==> config.mk <==
export PLATFORM = sky130hd
export DESIGN_NAME = spi_master_rx_flat
export DESIGN_NICKNAME = d
export VERILOG_FILES = /design/src/rtl/spi_master_rx_if.sv /design/src/rtl/spi_master_rx.sv /design/src/flat_wrapper.sv
export SDC_FILE = /design/constraint.sdc
export NUM_CORES = 1
export LEC_CHECK = 0
export CAP_MARGIN = 0
export CORE_ASPECT_RATIO = 1.2
export CORE_MARGIN = 3
export CORE_UTILIZATION = 34
export CTS_BUF_LIST = sky130_fd_sc_hd__clkbuf_4
export CTS_CLUSTER_DIAMETER = 40
export DETAILED_ROUTE_END_ITERATION = 10
export SYNTH_ARGS = -nofsm -noshare
export SYNTH_HDL_FRONTEND = slang
export SYNTH_SLANG_ARGS = --single-unit
==> constraint.sdc <==
create_clock -name sys_clk -period 3 [get_ports sys_clk]
set_clock_uncertainty 0.05 [all_clocks]
set_input_delay 0.6 -clock sys_clk [delete_from_list [all_inputs] [get_ports sys_clk]]
set_output_delay 0.6 -clock sys_clk [all_outputs]
set_load 0.01 [all_outputs]
==> src/rtl/spi_master_rx_if.sv <==
// spi_master_rx_if: groups the SPI pins, the start/status strobes and the
// received-byte ready/valid stream of spi_master_rx.
// The master modport is the controller's view; the slave modport is the
// camera/consumer side.
interface spi_master_rx_if;
    logic       start;
    logic       miso;
    logic       sck;
    logic       cs_n;
    logic [7:0] byte_data;
    logic       byte_valid;
    logic       byte_ready;
    logic       busy;
    logic       done;
    logic       frame_end;

    modport master (
        input  start,
        input  miso,
        input  byte_ready,
        output sck,
        output cs_n,
        output byte_data,
        output byte_valid,
        output busy,
        output done,
        output frame_end
    );

    modport slave (
        output start,
        output miso,
        output byte_ready,
        input  sck,
        input  cs_n,
        input  byte_data,
        input  byte_valid,
        input  busy,
        input  done,
        input  frame_end
    );
endinterface

==> src/rtl/spi_master_rx.sv <==
// spi_master_rx: SPI master that reads BURST_LEN bytes (MSB first) from a
// slave and presents them through a one-byte holding register with a
// valid/ready handshake. When the holding register is still full at byte
// completion, sck parks low until the consumer drains it.
// Optional feature, macro SPI_RX_MARKER_EN: a received 8'hFF byte pulses
// frame_end and ends the burst early.
module spi_master_rx #(
    parameter int unsigned CLK_DIV   = 2,
    parameter int unsigned BURST_LEN = 150,
    parameter int unsigned CS_SETUP  = 4
) (
    input logic             sys_clk,
    input logic             sys_rst,
    spi_master_rx_if.master bus
);

    typedef enum logic [2:0] {StIdle, StSetup, StShift, StStall, StHold} state_e;

    localparam logic [7:0]  DivLast  = 8'(CLK_DIV - 1);
    localparam logic [3:0]  CsLast   = 4'(CS_SETUP - 1);
    localparam logic [11:0] ByteLast = 12'(BURST_LEN - 1);
    localparam logic [11:0] ByteLen  = 12'(BURST_LEN);

    state_e      state_q;
    logic [7:0]  div_cnt_q;
    logic [3:0]  cs_cnt_q;
    logic [2:0]  bit_cnt_q;
    logic [11:0] byte_cnt_q;
    logic [7:0]  shift_q;
    logic [7:0]  byte_data_q;
    logic        byte_valid_q;
    logic        sck_q;
    logic        cs_n_q;
    logic        busy_q;
    logic        done_q;
    logic        frame_end_q;

    logic [7:0]  sample_byte;
    logic        drain;
    logic        marker_new;
    logic        marker_held;

    // Byte as it stands once the current miso bit is shifted in.
    assign sample_byte = {shift_q[6:0], bus.miso};
    assign drain       = byte_valid_q & bus.byte_ready;

`ifdef SPI_RX_MARKER_EN
    assign marker_new  = (sample_byte == 8'hFF);
    assign marker_held = (shift_q == 8'hFF);
`else
    assign marker_new  = 1'b0;
    assign marker_held = 1'b0;
`endif

    // Burst sequencer: chip select, sck generation, sampling and holding register.
    always_ff @(posedge sys_clk) begin
        if (sys_rst) begin
            state_q      <= StIdle;
            div_cnt_q    <= '0;
            cs_cnt_q     <= '0;
            bit_cnt_q    <= '0;
            byte_cnt_q   <= '0;
            shift_q      <= '0;
            byte_data_q  <= '0;
            byte_valid_q <= 1'b0;
            sck_q        <= 1'b0;
            cs_n_q       <= 1'b1;
            busy_q       <= 1'b0;
            done_q       <= 1'b0;
            frame_end_q  <= 1'b0;
        end else begin
            done_q      <= 1'b0;
            frame_end_q <= 1'b0;
            // A load later in this block overrides the clear (load + drain same cycle).
            if (drain) begin
                byte_valid_q <= 1'b0;
            end

            case (state_q)
                StIdle: begin
                    // done_q high means the previous burst ends this cycle: ignore start.
                    if (bus.start && !done_q) begin
                        state_q    <= StSetup;
                        cs_n_q     <= 1'b0;
                        busy_q     <= 1'b1;
                        cs_cnt_q   <= '0;
                        div_cnt_q  <= '0;
                        bit_cnt_q  <= '0;
                        byte_cnt_q <= '0;
                    end
                end

                StSetup: begin
                    if (cs_cnt_q == CsLast) begin
                        state_q   <= StShift;
                        sck_q     <= 1'b1;
                        div_cnt_q <= '0;
                    end else begin
                        cs_cnt_q <= cs_cnt_q + 4'd1;
                    end
                end

                StShift: begin
                    if (div_cnt_q != DivLast) begin
                        div_cnt_q <= div_cnt_q + 8'd1;
                    end else begin
                        div_cnt_q <= '0;
                        sck_q     <= ~sck_q;
                        // Falling edge: the slave's bit has been stable since the rise.
                        if (sck_q) begin
                            shift_q   <= sample_byte;
                            bit_cnt_q <= bit_cnt_q + 3'd1;
                            if (bit_cnt_q == 3'd7) begin
                                byte_cnt_q <= byte_cnt_q + 12'd1;
                                if (byte_valid_q && !bus.byte_ready) begin
                                    // Completed byte waits in shift_q until drain.
                                    state_q <= StStall;
                                end else begin
                                    byte_data_q  <= sample_byte;
                                    byte_valid_q <= 1'b1;
                                    frame_end_q  <= marker_new;
                                    if ((byte_cnt_q == ByteLast) || marker_new) begin
                                        state_q  <= StHold;
                                        cs_cnt_q <= '0;
                                    end
                                end
                            end
                        end
                    end
                end

                StStall: begin
                    if (drain) begin
                        byte_data_q  <= shift_q;
                        byte_valid_q <= 1'b1;
                        frame_end_q  <= marker_held;
                        div_cnt_q    <= '0;
                        // byte_cnt_q already counts the parked byte.
                        if ((byte_cnt_q == ByteLen) || marker_held) begin
                            state_q  <= StHold;
                            cs_cnt_q <= '0;
                        end else begin
                            state_q <= StShift;
                        end
                    end
                end

                StHold: begin
                    if (cs_cnt_q == CsLast) begin
                        state_q <= StIdle;
                        cs_n_q  <= 1'b1;
                        busy_q  <= 1'b0;
                        done_q  <= 1'b1;
                    end else begin
                        cs_cnt_q <= cs_cnt_q + 4'd1;
                    end
                end

                default: begin
                    state_q <= StIdle;
                end
            endcase
        end
    end

    assign bus.sck        = sck_q;
    assign bus.cs_n       = cs_n_q;
    assign bus.byte_data  = byte_data_q;
    assign bus.byte_valid = byte_valid_q;
    assign bus.busy       = busy_q;
    assign bus.done       = done_q;
    assign bus.frame_end  = frame_end_q;

endmodule
==> src/flat_wrapper.sv <==
// flat-port wrapper written by rule: the top's interface ports become plain ports
module spi_master_rx_flat 
#(
    parameter int unsigned CLK_DIV   = 2,
    parameter int unsigned BURST_LEN = 150,
    parameter int unsigned CS_SETUP  = 4
)
  (sys_clk, sys_rst, bus_start, bus_miso, bus_byte_ready, bus_sck, bus_cs_n, bus_byte_data, bus_byte_valid, bus_busy, bus_done, bus_frame_end);
  spi_master_rx_if bus_i ();
  input logic sys_clk;
  input logic sys_rst;
  input wire logic [$bits(bus_i.start)-1:0] bus_start;
  input wire logic [$bits(bus_i.miso)-1:0] bus_miso;
  input wire logic [$bits(bus_i.byte_ready)-1:0] bus_byte_ready;
  output wire logic [$bits(bus_i.sck)-1:0] bus_sck;
  output wire logic [$bits(bus_i.cs_n)-1:0] bus_cs_n;
  output wire logic [$bits(bus_i.byte_data)-1:0] bus_byte_data;
  output wire logic [$bits(bus_i.byte_valid)-1:0] bus_byte_valid;
  output wire logic [$bits(bus_i.busy)-1:0] bus_busy;
  output wire logic [$bits(bus_i.done)-1:0] bus_done;
  output wire logic [$bits(bus_i.frame_end)-1:0] bus_frame_end;
  assign bus_i.start = bus_start;
  assign bus_i.miso = bus_miso;
  assign bus_i.byte_ready = bus_byte_ready;
  assign bus_sck = bus_i.sck;
  assign bus_cs_n = bus_i.cs_n;
  assign bus_byte_data = bus_i.byte_data;
  assign bus_byte_valid = bus_i.byte_valid;
  assign bus_busy = bus_i.busy;
  assign bus_done = bus_i.done;
  assign bus_frame_end = bus_i.frame_end;
  spi_master_rx #(.CLK_DIV(CLK_DIV), .BURST_LEN(BURST_LEN), .CS_SETUP(CS_SETUP)) u_core (.sys_clk(sys_clk), .sys_rst(sys_rst), .bus(bus_i));
endmodule
**Yosys cells after proc, flatten, opt, wreduce, memory -nomap -nowiden**

Cells that the tools add are included.

- Output and inout bits: 14
- Input bits: 5
- Flip-flop bits (word level): 51

- Equality and inequality tests: 21
- Bitwise logic cells: 4
- Multiplexer cells: 57
- Add/sub/neg operators: 4
- Reductions and logical operators: 22

Operators by type and width:

| kind | number |
|---|---|
| $mux 8 | 9 |
| $mux 12 | 4 |
| $mux 3 | 13 |
| $mux 4 | 9 |
| $pmux 8 s4 | 1 |
| $eq 12x8->1 const B | 2 |
| $pmux 12 s2 | 1 |
| $ne 2x1->1 const B | 8 |
| $pmux 4 s4 | 1 |
| $pmux 8 s2 | 1 |
| $pmux 3 s5 | 1 |
| $add 12x1->12 const B | 1 |
| $mux 1 | 12 |
| $reduce_and 10->1 | 1 |
| $reduce_and 3->1 | 3 |
| $add 8x1->8 const B | 1 |
| $ne 8x1->1 const B | 1 |
| $pmux 1 s2 | 4 |
| $reduce_and 4->1 | 2 |
| $reduce_and 8->1 | 1 |
| $reduce_bool 2->1 | 4 |
| $reduce_bool 4->1 | 2 |
| $eq 3x2->1 const B | 2 |
| $eq 3x3->1 const B | 2 |
| other kinds (15) | 22 |

**Logic depth before layout (Yosys ltp)**

Gate-level depths: netlist of run 1.

- Depth after elaboration: 7
- Depth in mapped cells: 8
- Gate-level depth less buffers: 7

**Worst setup path before layout of run 1**

No wires, ideal clock.

- Path type: register to register
- From: reg u_core.div_cnt_q[0]
- To: reg u_core.cs_cnt_q[2]
- Path slack: 0.679 ns
- Clock period less this slack: 2.321 ns
- Setup time: 0.122 ns
- Stages on the path, launching flop included: 8
- Arrival: 2.149 ns
- Required time: 2.828 ns
- Cells stage by stage: dfxtp_1 -> ha_1 -> nor4b_4 -> a21oi_2 -> or3_1 -> clkbuf_2 -> or4_4 -> a311o_1

- Longest elaborated chain between the ends: 3

Ends and longest elaborated chain:

| what | line | text |
|---|---|---|
| start, declared | spi_master_rx.sv:25 | `logic [7:0] div_cnt_q;` |
| start signal, assigned | spi_master_rx.sv:105 | `div_cnt_q <= div_cnt_q + 8'd1;` |
| $ne 8x1->1 | spi_master_rx.sv:104 | `if (div_cnt_q != DivLast) begin` |
| $ne 2x2->1 (no source line) | -- |  |
| $reduce_and 10->1 (no source line) | -- |  |
| end signal, assigned | spi_master_rx.sv:99 | `cs_cnt_q <= cs_cnt_q + 4'd1;` |
| end signal, assigned | spi_master_rx.sv:155 | `cs_cnt_q <= cs_cnt_q + 4'd1;` |
| end, declared | spi_master_rx.sv:26 | `logic [3:0] cs_cnt_q;` |

Every way passes these cells.
A chain may end at the register's enable or synchronous reset.

**Worst setup path in the final report of run 1**

Same ends and word-level chain as after synthesis.

==> results of run 1 <==
==> cell usage in the layout, fill, tap and decap left out, drive strengths merged, types with 8 or more instances in the layout <==
cell type and instances:
buf 8, inv 8, a211oi 9, dfxtp 51, nand2 29, xnor2 11
nand3 11, clkdlybuf4s50 17, mux2i 11, ha 8, nor2 40, a21oi 18
==> per-layer routing <==
| layer | up-vias | global-route usage, % | share of wire [%] |
|---|---|---|---|
| li1 | 1134 | - | - |
| met1 | 1015 | 16.5 | 47 |
| met2 | 36 | 22.7 | 49 |
| met3 | 4 | 2.82 | 3.4 |
| met4 | 0 | 3.53 | 0.81 |
| met5 | - | 0 | 0 |
==> flip-flops by register name (all words and copies together) (netlist names), 3 cells and up <==
name,count
u_core.state_q,3
u_core.div_cnt_q,8
u_core.cs_cnt_q,4
u_core.byte_cnt_q,12
u_core.bit_cnt_q,3
u_core.shift_q,8
u_core.bus.byte_data,8
==> power by group through the flow <==
stage	clock, mW	sequential [mW]	combinational [mW]
2_1_floorplan	0	0.878	0.614
3_3_place_gp	0	0.903	0.862
3_5_place_dp	0	0.904	0.870
4_1_cts	0.333	0.890	0.873
5_1_grt	0.355	0.915	0.975
6_report	0.314	0.890	0.869
==> through the flow <==
step	instances	setup slack, ns	instance area [sq um]
after floorplan	309	0.679	2600
after global placement	407	0.302	2870
after detailed placement	407	0.271	2870
after CTS	415	0.433	2930
after global routing	415	0.235	2930
final	415	0.429	2930
==> cells in the mapped netlist, types with 2 or more instances <==
| library cell | n | area share, % |
|---|---|---|
| dfxtp_1 | 51 | 39 |
| nor2_1 | 40 | 5.8 |
| nand2_1 | 29 | 4.2 |
| a21oi_1 | 17 | 3.3 |
| clkbuf_1 | 12 | 1.7 |
| mux2i_1 | 11 | 4.2 |
| nand3_1 | 11 | 2.1 |
| xnor2_1 | 11 | 3.7 |
| a211oi_1 | 9 | 2.6 |
| ha_1 | 8 | 3.8 |
| inv_1 | 8 | 1.2 |
| nand4_1 | 7 | 1.7 |
| nor4_1 | 7 | 1.7 |
| xor2_1 | 7 | 2.4 |
| nor3_1 | 6 | 1.2 |
| o21ai_0 | 6 | 1.2 |
| nor2b_1 | 5 | 1.2 |
| nor4b_1 | 5 | 1.7 |
| and3_1 | 4 | 0.96 |
| nor3b_1 | 4 | 1.2 |
| a22oi_1 | 3 | 0.87 |
| a311oi_1 | 3 | 1.0 |
| and4_1 | 3 | 1.0 |
| buf_2 | 3 | 0.58 |
| nand2b_1 | 3 | 0.72 |
| o31ai_1 | 3 | 0.87 |
| a31oi_1 | 2 | 0.48 |
| and2_0 | 2 | 0.48 |
| and2_1 | 2 | 0.48 |
| o22ai_1 | 2 | 0.48 |
| or2_2 | 2 | 0.48 |
| or3_1 | 2 | 0.48 |
| or3b_2 | 2 | 0.67 |
==> path summary, 6_finish.rpt <==
| kind | start | endpoint | slack, ns | depth (start not counted) |
|---|---|---|---|---|
| worst min register to register | u_core.shift_q[7] | u_core.shift_q[7] | 0.42 | 2 |
| worst max-delay path | u_core.div_cnt_q[0] | u_core.cs_cnt_q[2] | 0.43 | 6 |
| worst min-delay path | u_core.shift_q[7] | u_core.shift_q[7] | 0.42 | 2 |
| worst max register to register | u_core.div_cnt_q[0] | u_core.cs_cnt_q[2] | 0.43 | 6 |
==> logic make-up (layout without fill, tap and decap cells) <==
kind of cell / count (synthesis) / count (layout) / synth area share (%)
other cells: 1 / 1 / 0.144
compound gates: 54 / 54 / 13.6
fa+ha+maj: 8 / 8 / 3.85
mux: 11 / 11 / 4.23
flops: 51 / 51 / 39.2
buf+inv: 25 / 41 / 3.94
xor+xnor: 18 / 18 / 6.06
simple gates: 141 / 141 / 28.9
==> final cells by class <==
type,instances,share of cell area (%)
multi-input cells,233,50.5
flip-flops and latches,51,34.8
repair buffers,25,7.86
well taps,90,3.84
clock buffers,5,1.28
inverters,8,1.02
clock inverters,3,0.683
==> critical path: cells and delay by family (launching register included) <==
kind,cells,cell delay (ns)
and+or+nand+nor,3,1.30
AOI/OAI and AO/OA,2,0.51
DFF,1,0.44
adders and majority gates,1,0.19
==> metrics.txt, run 1 <==
Final Power=approximately 2.1 mW; Placer Congestion=0.827; # clock sinks=51; Final Setup Violations=0; core area=7360 sq um; Sw Share=40.5%; RSZ-0062 raised after global routing=false; Final Slew Violations=0; Num CTS Buffers=5; Least-Margin Pin Slew=0.946 ns; P per Cell Area=708 nW/um^2; Skew-Pair Late Insertion Delay=~0.36 ns; Slew headroom=36.6%; FILL cells=742; Detail Route Antenna Nets=0; part of the power in registers=42.9%; Ys Warns=0; Layout area overhead=12.6%; Worst Path Required=approximately 3.2 ns; Post-CTS Repair Setup Buffers=0; WHS=roughly 0.42 ns; unique cell type count in the Yosys netlist=52; ys flop type=dfxtp_1; Port Buffers=17; average wire per standard cell=13.2 um; total wire length=5460 um; root buffer cell=clkbuf_4; critical-path cell list=ha_1 -> nor4b_4 -> a21oi_2 -> or3_1 -> or4_4 -> a311o_1; net count after synthesis=approximately 320; Slowest Stage Delay on Critical Path=0.47 ns; VDD IR max=~330 uV; row cnt=34; first-pass GRT wire length=approximately 9500 um; DRT Pass-1 Iters=5; Worst Hold Class=reg2reg; Mapped Area=between 2000 and 3000 sq um; final hold viol count=0; status=completed; CP Class=reg2reg; starting density of the core=between 30% and 40%; number of synthesized register bits=51; CTS tree=yes; setup tns final=0 ns; post-CTS sizing=0; P_leak=1.04 nW; power share of the clock group=15.1%; Post-Synthesis Cells=a little over 300; Post-synth EDFFs=0; DR vias/cell=5.27; Vias=~2,200; ys async rst share=0%; Worst EP arrival=between 2 and 3 ns; Register Area=1020 sq um; I/O pin count=19; post-route minimum period=2.57 ns; combinational share of power=approximately two fifths; Die X=85.9 um; CP max-delay cell=or4_4; MaxCap Viol Count=0; footprint of the multi-input gates=1480 sq um; die area=a little under 9000 sq um; number of global-route vias before repair=2,012; sw power=0.840 mW; share of cells above drive strength 1=7.08%; initial antenna violation count=0; die height=102 um; Final #Nets=337; Iter 0 DRT Violations=between 90 and 100; Worst Setup Start Kind=register; syn_area_per_cell=8.42 sq um; CP endpoint kind=register; GRT Overall Usage=13.1%; CTS Hold Bufs=0; HPWL after detailed placement=3960 um; Fmax achieved=just under 0.4 GHz; final period utilization=roughly 86%; largest net degree at the start of global routing=17; P_int=1.23 mW; clock-pin slew on the worst setup and hold paths=0.15 ns; total gr overflow=0; Critical Path Fanout Max=6; sequential fraction of the synthesis area=39.2%; Final Util=39.8%; Clock Path Buffers=2; Residual DRC=0; htree depth=2; Antenna Cells=0
Note: power is estimated with default switching activity, not from simulation.
==> run 2, diff against run 1 <==
Settings changed: SETUP_SLACK_MARGIN set to 0.4.
==> metrics.txt, run 2 (synthesis gave the netlist of run 1 again) <==
part of the power in registers=42.9% (about the same); I/O pin count=19 (unchanged); P per Cell Area=705 nW/um^2 (-0.34%); P_int=1.24 mW (+0.44%); Final Slew Violations=0 (unchanged); die area=8740 sq um (unchanged); Port Buffers=17 (unchanged); status=completed; DRT Pass-1 Iters=4 (-1); Worst Hold Class=reg2reg; DR vias/cell=5.27 (-0.10%); # clock sinks=51 (unchanged); final hold viol count=0 (unchanged); HPWL after detailed placement=3960 um (unchanged); average wire per standard cell=13.2 um (about the same); starting density of the core=35.4% (unchanged); post-route minimum period=2.46 ns (-0.113 ns); combinational share of power=42.0% (about the same); Iter 0 DRT Violations=103 (+4.0%); most frequent cells in the layout=50 x dfxtp_1, 40 x nor2_1, 29 x nand2_1; placed cell areas=2870 sq um (unchanged); row cnt=34 (unchanged); total wire length=5470 um (+0.15%); Die X=85.9 um (unchanged); Num CTS Buffers=5 (unchanged); share of cells above drive strength 1=7.98% (+0.90 points); Slew headroom=36.5% (-0.093 points); Final Power=2.08 mW (+0.18%); CP endpoint kind=register; total gr overflow=0 (unchanged); Least-Margin Pin Slew=0.948 ns (+0.00138 ns); CTS tree=yes; Residual DRC=0 (unchanged); Final #Nets=338 (+0.30%); initial antenna violation count=0 (unchanged); commonest non-fill, non-tap cell in the layout=dfxtp_1; power share of the clock group=15.1% (about the same); Setup WS post-layout=0.542 ns (+0.113 ns); worst slack, placed=0.271 ns (unchanged); final instance area=2950 sq um (+0.51%); Fmax achieved=0.407 GHz (+4.6%); Clock Path Buffers=2 (unchanged); CP max-delay cell=or4_4; clock-pin slew on the worst setup and hold paths=0.15 ns (about the same); Final Util=40.0% (+0.20 points); core area=7360 sq um (unchanged); final period utilization=81.9% (-3.8 points); Largest register FFs=12 (unchanged); Worst Path Required=3.22 ns (about the same); CP Class=reg2reg; critical-path cell list=nor4b_1 -> nand4_1 -> and2_0 -> or4_4 -> a311o_1; GRT Overall Usage=13.1% (unchanged); Critical Path Fanout Max=6 (unchanged); RSZ-0062 raised after global routing=false; Worst EP arrival=2.68 ns (-0.11 ns); number of global-route vias before repair=2,012 (unchanged); die height=102 um (unchanged); Worst Setup Start Kind=register; VDD IR max=333 uV (-0.17%); MaxCap Viol Count=0 (unchanged); Skew-Pair Late Insertion Delay=0.36 ns (about the same); Largest Register=u_core.byte_cnt_q; htree depth=2 (unchanged); sw power=0.838 mW (-0.21%); first-pass GRT wire length=9450 um (unchanged); root buffer cell=clkbuf_4; CTS Hold Bufs=0 (unchanged); Antenna Cells=0 (unchanged); setup tns final=0 ns (unchanged); largest net degree at the start of global routing=17 (unchanged); P_leak=1.04 nW (+0.78%); Sw Share=40.4% (-0.16 points); Slowest Stage Delay on Critical Path=0.53 ns (+0.06 ns); Placer Congestion=0.827 (unchanged); Final Setup Violations=0 (unchanged); Detail Route Antenna Nets=0 (unchanged); Layout area overhead=13.2%; Vias=2,192 (+0.14%)
==> run 2: worst max-delay path: cells and delay by family (launching register included) <==
kind | cells | cell delay (ns)
compound gates | 1 | 0.35
simple gates | 4 | 1.59
flops | 1 | 0.38
==> run 2: stage by stage <==
step | hold slack (ns) | std cells
finish | 0.421 | 416
CTS | 0.424 | 415
detailed placement | 0.405 | 407
floorplan | 0.386 | 309
global route | 0.453 | 416
global placement | 0.391 | 407
==> run 2: repair_timing <==
action	4_1_cts	5_1_grt
gates resized for setup	0	2
setup endpoints to repair	0	2
buffers inserted	0	1
==> run 2: final cells by class <==
type                            instances  area [sq um]
Timing Repair Buffer                   26           238
Clock buffer                            5          37.5
Sequential cell                        51          1020
Clock inverter                          3          20.0
Tap cell                               90           113
Fill cell                             742          4410
Inverter                                8          30.0
Multi-Input combinational cell        233          1490
==> run 2: path summary, 6_finish.rpt <==
check	slack, ns	to	from	cells past startpoint
max reg2reg	0.54	u_core.cs_cnt_q[2]	u_core.byte_cnt_q[9]	5
max	0.54	u_core.cs_cnt_q[2]	u_core.byte_cnt_q[9]	5
min reg2reg	0.42	u_core.shift_q[7]	u_core.shift_q[7]	2
min	0.42	u_core.shift_q[7]	u_core.shift_q[7]	2
==> run 2: power by group through the flow <==
stage                     logic (mW)  registers (mW)  clock network [mW]
after global routing           0.981           0.916               0.355
after detailed placement       0.870           0.904                   0
after CTS                      0.873           0.890               0.333
after global placement         0.862           0.903                   0
after floorplan                0.614           0.878                   0
final                          0.873           0.891               0.313
==> run 2: layer usage <==
| layer | up-vias | part of all wire (%) | track usage (%) |
|---|---|---|---|
| met3 | 2 | 2.9 | 2.82 |
| met5 | - | 0 | 0 |
| met2 | 41 | 49 | 22.7 |
| li1 | 1135 | - | - |
| met4 | 0 | 0.57 | 3.53 |
| met1 | 1014 | 48 | 16.5 |
==> run 3, diff against run 2 <==
Clock period 3 ns to 2 ns, I/O delays scaled along.
==> metrics.txt, run 3 (synthesis gave the netlist of run 1 again) <==
Least-Margin Pin Slew=0.583 ns (-0.364 ns); Detail Route Antenna Nets=0 (unchanged); total gr overflow=0 (unchanged); core area=7360 sq um (unchanged); P_leak=1.70 nW (+63%); CP endpoint kind=register; part of the power in registers=29.2% (-14 points); post-route minimum period=2.13 ns (-0.325 ns); I/O pin count=19 (unchanged); Vias=2,556 (+17%); MaxCap Viol Count=0 (unchanged); initial antenna violation count=0 (unchanged); sw power=1.87 mW (+120%); Residual DRC=0 (unchanged); GRT Overall Usage=16.5% (+3.4 points); DRT Pass-1 Iters=4 (unchanged); critical-path cell list=inv_2 -> ha_4 -> nor4b_4 -> a21oi_2 -> or3_4 -> or4_4 -> o311a_1; HPWL after detailed placement=4850 um (+22%); total wire length=7190 um (+31%); final period utilization=107% (+25 points); violated checks=negative setup slack; Sw Share=40.9% (+0.54 points); # clock sinks=51 (unchanged); Largest Register=u_core.byte_cnt_q; Final Setup Violations=5 (+5); Skew-Pair Late Insertion Delay=0.38 ns (+0.02 ns); P per Cell Area=1090 nW/um^2 (+54%); die area=8740 sq um (unchanged); clock-pin slew on the worst setup and hold paths=0.16 ns (about the same); VDD IR max=857 uV (+160%); Die X=85.9 um (unchanged); Final Util=57.2% (+17 points); Antenna Cells=0 (unchanged); Worst Path Required=2.24 ns (-0.98 ns); RSZ-0062 raised after global routing=true; Slowest Stage Delay on Critical Path=0.45 ns (-0.08 ns); starting density of the core=35.4% (unchanged); share of cells above drive strength 1=49.8% (+42 points); power share of the clock group=13.0% (-2.1 points); combinational share of power=57.8% (+16 points); CP Class=reg2reg; P_int=2.71 mW (+120%); htree depth=2 (unchanged); WHS=0.444 ns (+0.0233 ns); Setup WS post-layout=-0.133 ns (-0.675 ns); Slew headroom=60.8% (+24 points); Num CTS Buffers=5 (unchanged); CP max-delay cell=or4_4; DR vias/cell=5.20 (-1.4%); Placer Congestion=0.811 (-1.9%); final hold viol count=0 (unchanged); Fmax achieved=0.469 GHz (+15%); Final Slew Violations=0 (unchanged); Largest register FFs=12 (unchanged); Critical Path Fanout Max=4 (-2); die height=102 um (unchanged); row cnt=34 (unchanged); number of global-route vias before repair=2,550 (+27%); Port Buffers=17 (unchanged); most frequent cells in the layout=68 x buf_4, 38 x dfxtp_1, 24 x nor2_1; Clock Path Buffers=2 (unchanged); largest net degree at the start of global routing=23 (+6); commonest non-fill, non-tap cell in the layout=buf_4; first-pass GRT wire length=11,700 um (+24%); CTS tree=yes; Layout area overhead=61.8%; reg2reg setup slack=-0.13 ns (-0.68 ns); root buffer cell=clkbuf_4; average wire per standard cell=14.6 um (+11%); Final #Nets=414 (+22%); Iter 0 DRT Violations=75 (-27%); status=complete, but fails checks; Worst Setup Start Kind=register; Worst EP arrival=2.37 ns (-0.31 ns); CP delay by family, top=simple AND/OR/NAND/NOR gates; WP buf/inv=1 (+1); Worst Hold Class=reg2reg
-- run 3: changes by cell type in the layout (fill, tap and decap cells not counted), moves of 11 or more --
cell and delta:
dfxtp_1 -12, nor2_1 -16, buf_4 +59, clkdlybuf4s50_1 -13
dlygate4sd2_1 +11, buf_6 +14, dfxtp_2 +11
-- run 3: worst paths after layout --
kind                             from            endpoint  cells past startpoint
setup / recovery  u_core.div_cnt_q[1]  u_core.cs_cnt_q[3]                      7
hold / removal      u_core.shift_q[7]   u_core.shift_q[7]                      2
setup reg to reg  u_core.div_cnt_q[1]  u_core.cs_cnt_q[3]                      7
hold reg to reg     u_core.shift_q[7]   u_core.shift_q[7]                      2
-- run 3: through the flow --
step | cells | TNS, ns | total power [mW] | worst slack, ns | area [sq um]
floorplan | 309 | -0.554 | 2.48 | -0.220 | 2840
global placement | 469 | -3.76 | 3.30 | -0.359 | 3540
detailed placement | 469 | -4.14 | 3.34 | -0.375 | 3540
CTS | 486 | -0.301 | 4.27 | -0.128 | 3950
global route | 492 | -1.77 | 4.85 | -0.209 | 4210
finish | 492 | -0.367 | 4.58 | -0.133 | 4210
-- run 3: power groups by stage --
| stage | sequential [mW] | clock, mW | combinational (mW) |
|---|---|---|---|
| global route | 1.36 | 0.648 | 2.84 |
| finish | 1.34 | 0.596 | 2.65 |
| detailed placement | 1.31 | 0 | 2.02 |
| floorplan | 1.33 | 0 | 1.16 |
| CTS | 1.31 | 0.612 | 2.35 |
| global placement | 1.31 | 0 | 1.99 |
-- run 3: cell type report --
type                            count  area (sq um)
Fill cell                         640          3150
Multi-Input combinational cell    233          2090
Sequential cell                    51          1040
Timing Repair Buffer              102           865
Tap cell                           90           113
Clock inverter                      3          38.8
Clock buffer                        5          37.5
Inverter                            8          30.0
-- run 3: tightest hold or removal path: cells and delay by family (launching register included) --
family           cells  cell delay, ns
flip-flops           1            0.35
AND/OR/NAND/NOR      1            0.07
AO/OA/AOI/OAI        1            0.05
-- run 3: per-layer routing --
metal | GRT usage (%) | routed length, um
met5 | 0 | 0
met4 | 7.06 | 137
met3 | 2.90 | 160
met2 | 28.4 | 3650
met1 | 20.2 | 3240
-- run 3: repair_timing --
item	4_1_cts	5_1_grt
resized for setup	83	59
setup buffers	7	6
gates cloned	2	0
hold buffers	0	0
pin swaps	30	30
setup endpoints to repair	61	50
